`src/rtl/int_fsm.sv`:
```
// Interrupt-entry sequencer: stalls fetch, injects PUSH CCR / PC low / PC high,
// strobes the vector load, then drains three NOP bubbles.
module int_fsm #(
  parameter logic [15:0] PUSH_CCR_OP     = 16'b0110000010000010,
  parameter logic [15:0] PUSH_PC_LOW_OP  = 16'b0110000010000000,
  parameter logic [15:0] PUSH_PC_HIGH_OP = 16'b0110000010000001,
  parameter logic [15:0] NOP_OP          = 16'b0
) (
  input  logic        clk,
  input  logic        reset,
  input  logic        int_req,
  input  logic        rti_busy,
  output logic [15:0] out,
  output logic        stall,
  output logic        vec_load,
  output logic        pending
);

  localparam int unsigned INSN_W = 16;

  typedef enum logic [2:0] {
    S_IDLE         = 3'd0,
    S_PUSH_CCR     = 3'd1,
    S_PUSH_PC_LOW  = 3'd2,
    S_PUSH_PC_HIGH = 3'd3,
    S_LOAD_VEC     = 3'd4,
    S_NOP_1        = 3'd5,
    S_NOP_2        = 3'd6,
    S_NOP_3        = 3'd7
  } state_t;

  state_t              r_state;
  state_t              w_next;
  logic                r_pending;
  logic [INSN_W-1:0]   r_out;
  logic                r_stall;
  logic                r_vec_load;

  logic                w_go;
  logic                w_enter;
  logic                w_pending;
  logic [INSN_W-1:0]   w_out;
  logic                w_stall;
  logic                w_vec_load;

  // State register
  always_ff @(posedge clk) begin
    if (reset) begin
      r_state <= S_IDLE;
    end else begin
      r_state <= w_next;
    end
  end

  // Next state, pending update, and output decode of the next state so the
  // registered outputs line up with the state they describe.
  always_comb begin
    w_next     = r_state;
    w_go       = (int_req | r_pending) & ~rti_busy;
    w_enter    = 1'b0;
    w_pending  = r_pending;
    w_out      = NOP_OP;
    w_stall    = 1'b0;
    w_vec_load = 1'b0;

    case (r_state)
      S_IDLE:         w_next = w_go ? S_PUSH_CCR : S_IDLE;
      S_PUSH_CCR:     w_next = S_PUSH_PC_LOW;
      S_PUSH_PC_LOW:  w_next = S_PUSH_PC_HIGH;
      S_PUSH_PC_HIGH: w_next = S_LOAD_VEC;
      S_LOAD_VEC:     w_next = S_NOP_1;
      S_NOP_1:        w_next = S_NOP_2;
      S_NOP_2:        w_next = S_NOP_3;
      S_NOP_3:        w_next = w_go ? S_PUSH_CCR : S_IDLE;
      default:        w_next = S_IDLE;
    endcase

    // Entry consumes the request; a request that cannot enter is remembered.
    w_enter = (w_next == S_PUSH_CCR);
    if (w_enter) begin
      w_pending = 1'b0;
    end else if (int_req) begin
      w_pending = 1'b1;
    end

    case (w_next)
      S_IDLE: begin
        w_out   = NOP_OP;
        w_stall = 1'b0;
      end
      S_PUSH_CCR: begin
        w_out   = PUSH_CCR_OP;
        w_stall = 1'b1;
      end
      S_PUSH_PC_LOW: begin
        w_out   = PUSH_PC_LOW_OP;
        w_stall = 1'b1;
      end
      S_PUSH_PC_HIGH: begin
        w_out   = PUSH_PC_HIGH_OP;
        w_stall = 1'b1;
      end
      S_LOAD_VEC: begin
        w_out      = NOP_OP;
        w_stall    = 1'b1;
        w_vec_load = 1'b1;
      end
      default: begin
        w_out   = NOP_OP;
        w_stall = 1'b1;
      end
    endcase
  end

  // Registered outputs and pending flag
  always_ff @(posedge clk) begin
    if (reset) begin
      r_pending  <= 1'b0;
      r_out      <= INSN_W'(0);
      r_stall    <= 1'b0;
      r_vec_load <= 1'b0;
    end else begin
      r_pending  <= w_pending;
      r_out      <= w_out;
      r_stall    <= w_stall;
      r_vec_load <= w_vec_load;
    end
  end

  assign out      = r_out;
  assign stall    = r_stall;
  assign vec_load = r_vec_load;
  assign pending  = r_pending;

endmodule

```
`config.mk`:
```
export PLATFORM = sky130hd
export DESIGN_NAME = int_fsm
export DESIGN_NICKNAME = d
export VERILOG_FILES = /design/src/rtl/int_fsm.sv
export SDC_FILE = /design/constraint.sdc
export NUM_CORES = 1
export LEC_CHECK = 0
export CORE_AREA = 4 4 41 43
export DETAILED_ROUTE_END_ITERATION = 12
export DIE_AREA = 0 0 45 47
export GPL_TIMING_DRIVEN = 0
export PLACE_DENSITY = 0.81
export SLEW_MARGIN = 25
export SYNTH_ARGS = -nofsm -noshare
export SYNTH_HDL_FRONTEND = slang
export SYNTH_SLANG_ARGS = --single-unit
```
`constraint.sdc`:
```
create_clock -name clk -period 3.2 [get_ports clk]
set_input_delay 0.32 -clock clk [delete_from_list [all_inputs] [get_ports clk]]
set_output_delay 0.32 -clock clk [all_outputs]
set_load 0.005 [all_outputs]
```
==> impl_metrics.json, run 1 <==
{
  "instances_no_fill": 90,
  "syn_avg_cell_area_um2": 9.52,
  "synth_cell_types": 21,
  "rsz0062_at_grt": "no",
  "cts_buffers": 3,
  "syn_area_um2": 485,
  "fmax_mhz": 663,
  "dp_cells": 86,
  "reg2regPathDepth": 3,
  "cts-root-buf": "clkbuf_4",
  "hp-class": "in -> reg",
  "p_per_area_nw_per_um2": 476,
  "skew_ps": 0.636,
  "drive_gt1_frac": 0.333,
  "hold_depth": 2,
  "synthArstFlopShare": 0,
  "cts_setup_buffers": 0,
  "drcViolationCount": 0,
  "dieArea_um2": 2120,
  "grt_max_degree": 11,
  "synth_area_leader_cell": "dfxtp_1",
  "tritoncts": "built",
  "cap_violations": 0,
  "report.final.setup_viol": 0,
  "synth_edf_count": 0,
  "endpoint_kind": "output port",
  "post-route-util": 0.513,
  "port_buffers": 10,
  "yosys.area_share.simple": 0.198,
  "synth_compound_area_frac": 0.119,
  "synth.most_common_cell": "buf_4",
  "grt_usage": 0.110,
  "synthMuxAreaShare": 0,
  "first_iter_violations": 6,
  "cp.arrival_ps": 1190,
  "synth_ff_type": "dfxtp_1",
  "fin_nets": 80,
  "n_antenna_cell": 0,
  "viasPerCell": 4.23,
  "cts_hold_buf": 0,
  "dp_slack_ps": 1540,
  "yosys_warnings": 0,
  "setup_ws_ps": 1690,
  "hold_viol_final": 0,
  "synth_top_family_by_area": "buffers and inverters",
  "yosysSeqAreaShare": 0.371,
  "cp-start-kind": "flop",
  "syn_inst": 51,
  "post_cts_resized": 0,
  "clk_pin_slew_ps": 60,
  "drt_wl_total_um": 947,
  "post_drt_wl_per_cell_um": 10.5,
  "start_util": 0.373,
  "ioPinCount": 23,
  "synthAdderAreaFrac": 0,
  "fin_tns_setup_ps": 0,
  "critPathKind": "reg -> out",
  "final_antenna_net_count": 0,
  "area_delta_synth_final_pct": 37.6,
  "first_global_vias": 365,
  "grt_pass1_wl_um": 1580,
  "placementRows": 13,
  "synth_top_area_frac": 0.371,
  "drt_first_pass_iters": 4,
  "synth_xor_area_frac": 0.0361,
  "fillers": 139,
  "peakVddDrop_v": 0.000208,
  "gp_congestion": 0.691,
  "clock_sinks": 9,
  "antenna_found_initial": 0,
  "crit_fanout": 3,
  "power_leakage_nw": 0.300,
  "outcome": "completed",
  "fin_crit_ps": 1510,
  "grt_overflow": 0,
  "clk_latency_ps": 260,
  "die_x_um": 45,
  "slew_viol_final": 0,
  "clockBufferDepth": 2,
  "core_um2": 1300,
  "yosys-top-cells-area": "dfxtp_1 (37%), buf_4 (20%), buf_6 (4.6%)",
  "crit_required_ps": 2880,
  "die_h_um": 47,
  "vias": 381,
  "ys_ff_latch": 9,
  "ys_top_cells_by_count": "buf_4 (13), dfxtp_1 (9), nor2_1 (5), a21oi_1 (3)",
  "htreeDepth": 1,
  "timing.final.crit_share": 0.471
}
## critical path, stage by stage (launching register included)
cell and delay [ps]:
dfxtp_1 340, buf_4 110, clkdlybuf4s50_1 480
## cell usage in the layout (no fill, tap or decap), types with 2 or more instances in the layout
| cell type | n |
|---|---|
| buf_2 | 2 |
| buf_4 | 13 |
| buf_6 | 2 |
| clkdlybuf4s50_1 | 10 |
| nor2_1 | 5 |
| conb_1 | 11 |
| dfxtp_1 | 9 |
| a21oi_1 | 3 |
| clkbuf_4 | 3 |
| nor3_1 | 2 |
| nand2_1 | 2 |
## sequential cells by signal, summed over array words and instances, names as in the netlist
| register | count |
|---|---|
| out | 3 |
| r_state | 3 |
| pending | 1 |
| stall | 1 |
| vec_load | 1 |
## kinds of logic (layout without fill, tap and decap cells)
family                    Yosys count  after routing
AOI/OAI and AO/OA                   7              7
buffers and inverters              17             31
other                               1             11
and+or+nand+nor                    15             15
DFF                                 9              9
xor gates and xnor gates            2              2
## layer usage
| layer | vias up | share of wire | global-route usage | wire length [um] |
|---|---|---|---|---|
| met5 | - | 0 | 0 | 0 |
| met4 | 0 | 0.0042 | 0.0877 | 4 |
| met3 | 2 | 0.082 | 0.0345 | 78 |
| met2 | 18 | 0.50 | 0.169 | 470 |
| met1 | 165 | 0.41 | 0.126 | 393 |
| li1 | 196 | - | - | - |
## worst paths after layout
check	start	endpoint	slack (ps)
max	out[13]	out[13]	1690
min	reset	stall	380
max reg2reg	r_state[1]	out[1]	1880
min reg2reg	r_state[0]	out[0]	560
## power breakdown
group          switching [mW]  leakage [nW]  internal, mW
clock                  0.0388        0.0150        0.0480
combinational          0.0391         0.212        0.0625
sequential            0.00507        0.0738         0.124
total                  0.0829         0.300         0.235
## per-stage QoR
| stage | power [mW] | hold slack, ps | cell area (um2) |
|---|---|---|---|
| 4_1_cts | 0.322 | 368 | 668 |
| 6_report | 0.318 | 378 | 668 |
| 3_3_place_gp | 0.228 | 540 | 642 |
| 2_1_floorplan | 0.198 | 389 | 523 |
| 3_5_place_dp | 0.233 | 549 | 642 |
| 5_1_grt | 0.341 | 371 | 668 |
## final cells by class
cell class / count / area, um2 / area share
multi-input combinational: 35 / 213 / 0.318
sequential: 9 / 180 / 0.270
timing repair buffer: 10 / 100 / 0.150
clock buffer: 4 / 26.3 / 0.0393
tap: 15 / 18.8 / 0.0281
buffer: 17 / 130 / 0.195
Power figures use the tool's default switching activity.
==> inputs of run 2 (changes only) <==
- clock period: 3.2 -> 1.5 ns (I/O delays scaled with it)
==> results of run 2 <==
Same layout as run 1 (identical final DEF). Status: completed.
Main changes from that run: setup slack after placement 1540 ps -> 11.9 ps; setup slack after layout 1690 ps -> 162 ps; hold slack 378 ps -> 208 ps; register-to-register setup slack 1880 ps -> 180 ps; total power 0.318 mW -> 0.678 mW; worst IR drop on VDD 0.000208 V -> 0.000444 V
==> inputs of run 3 (changes only) <==
- CORE_AREA: 4 4 41 43 -> 2 2 39 41
- CTS_BUF_LIST: default -> sky130_fd_sc_hd__clkbuf_4
- DIE_AREA: 0 0 45 47 -> 0 0 41 43
- MAX_ROUTING_LAYER: default -> met4
==> impl_metrics.json, run 3 (synthesis gave the netlist of run 1 again) <==
{
  "clock_sinks": 9,
  "placementRows": 14,
  "reg2reg_setup_slack_ps": 230,
  "max_stage_delay_ps": 480,
  "cts_buffers": 3,
  "p_per_area_nw_per_um2": 1030,
  "drt_first_pass_iters": 4,
  "vias": 393,
  "drcViolationCount": 0,
  "ioPinCount": 23,
  "crit_family": "buffers and inverters",
  "cts_setup_buffers": 0,
  "crit_fanout": 3,
  "area_delta_synth_final_pct": 38.7,
  "p_comb_frac": 0.310,
  "slew_viol_final": 0,
  "intPower_mw": 0.519,
  "dp_hpwl_um": 688,
  "worstHoldStart": "reset",
  "cp.arrival_ps": 1190,
  "dieArea_um2": 1760,
  "fmax_mhz": 747,
  "power_leakage_nw": 0.304,
  "first_global_vias": 344,
  "gp_congestion": 0.746,
  "dp_slack_ps": 55.9,
  "core_um2": 1380,
  "hold_end": "r_state[2]",
  "clk_pin_slew_ps": 60,
  "port_buffers": 10,
  "layout_common_cells": "buf_4 (13), conb_1 (11), clkdlybuf4s50_1 (10)",
  "timing.rr.start": "r_state[1]",
  "post_drt_wl_per_cell_um": 9.38,
  "layout_commonest_cell": "buf_4",
  "grt_overflow": 0,
  "clk_latency_ps": 260,
  "fin_tns_setup_ps": 0,
  "cts_hold_buf": 0,
  "reg2regPathDepth": 3,
  "critPathKind": "reg -> out",
  "start_util": 0.351,
  "endpoint_kind": "output port",
  "rsz0062_at_grt": "no",
  "cts-root-buf": "clkbuf_4",
  "viasPerCell": 4.32,
  "grt_pass1_wl_um": 1390,
  "die_x_um": 41,
  "htreeDepth": 1,
  "path_cells": "buf_4 -> clkdlybuf4s50_1",
  "post-route-util": 0.486,
  "outcome": "completed",
  "slowest_stage": "clkdlybuf4s50_1",
  "report.final.setup_viol": 0,
  "final_cell_area_um2": 673,
  "cap_violations": 0,
  "first_iter_violations": 6,
  "hold_depth": 2,
  "final_antenna_net_count": 0,
  "clockBufferDepth": 2,
  "hold_viol_final": 0,
  "cp-start-kind": "flop",
  "crit_required_ps": 1350,
  "antenna_found_initial": 0,
  "fin_crit_ps": 1340,
  "path_buf_inv": 2,
  "post_cts_resized": 0,
  "n_antenna_cell": 0,
  "fin_nets": 80,
  "peakVddDrop_v": 0.000348,
  "p_sw_mw": 0.173,
  "r2r_end": "out[1]",
  "clockPowerShare": 0.290,
  "skew_ps": 5.12,
  "drive_gt1_frac": 0.347,
  "tritoncts": "built",
  "grt_usage": 0.121,
  "timing.final.crit_share": 0.893,
  "hp-class": "in -> reg",
  "grt_max_degree": 11,
  "switching_share": 0.250,
  "drt_wl_total_um": 854,
  "setup_ws_ps": 161,
  "seqPwrFrac": 0.400,
  "die_h_um": 43,
  "placed_area_um2": 643
}
-- run 3: cell counts in the layout (fill, tap and decap cells not counted) --
No cell type changed its count.
-- run 3: area by class of cell --
class | count | area [um2]
Clock buffer | 4 | 30.0
Multi-Input combinational cell | 35 | 213
Fill cell | 142 | 711
Timing Repair Buffer | 10 | 100
Buffer | 17 | 130
Sequential cell | 9 | 180
Tap cell | 16 | 20.0
-- run 3: layer usage --
layer	global-route usage	routed length (um)	vias up
li1	-	-	197
met1	0.127	293	180
met2	0.188	484	14
met3	0.0471	57	2
met4	0.0600	18	0
met5	-	0	-
-- run 3: power by group through the flow --
stage / combinational [mW] / clock [mW] / sequential, mW
4_1_cts: 0.215 / 0.210 / 0.277
6_report: 0.215 / 0.201 / 0.277
3_5_place_dp: 0.215 / 0 / 0.283
5_1_grt: 0.235 / 0.226 / 0.280
2_1_floorplan: 0.139 / 0 / 0.283
3_3_place_gp: 0.206 / 0 / 0.280
-- run 3: through the flow --
step	hold slack (ps)	total power, mW	instances
finish	202	0.692	91
global route	209	0.742	91
CTS	193	0.703	91
detailed placement	471	0.497	87
global placement	451	0.486	87
floorplan	219	0.422	61
-- run 3: worst register-to-register path: cells and delay by family, from the launching register on --
family | cells | cell delay, ps
AOI/OAI and AO/OA | 1 | 340
buffers and inverters | 1 | 130
DFF | 1 | 300
and+or+nand+nor | 1 | 400
-- run 3: how the worst max path moves through the flow --
| stage | cells after the start | from | to | slack, ps |
|---|---|---|---|---|
| final | 2 | out[13] | out[13] | 160 |
| after global routing | 2 | out[13] | out[13] | 80 |
| after CTS | 2 | out[13] | out[13] | 140 |
| after detailed placement | 4 | rti_busy | r_state[0] | 60 |
| after global placement | 4 | rti_busy | r_state[0] | 80 |
| after floorplan | 3 | r_state[1] | out[1] | 270 |
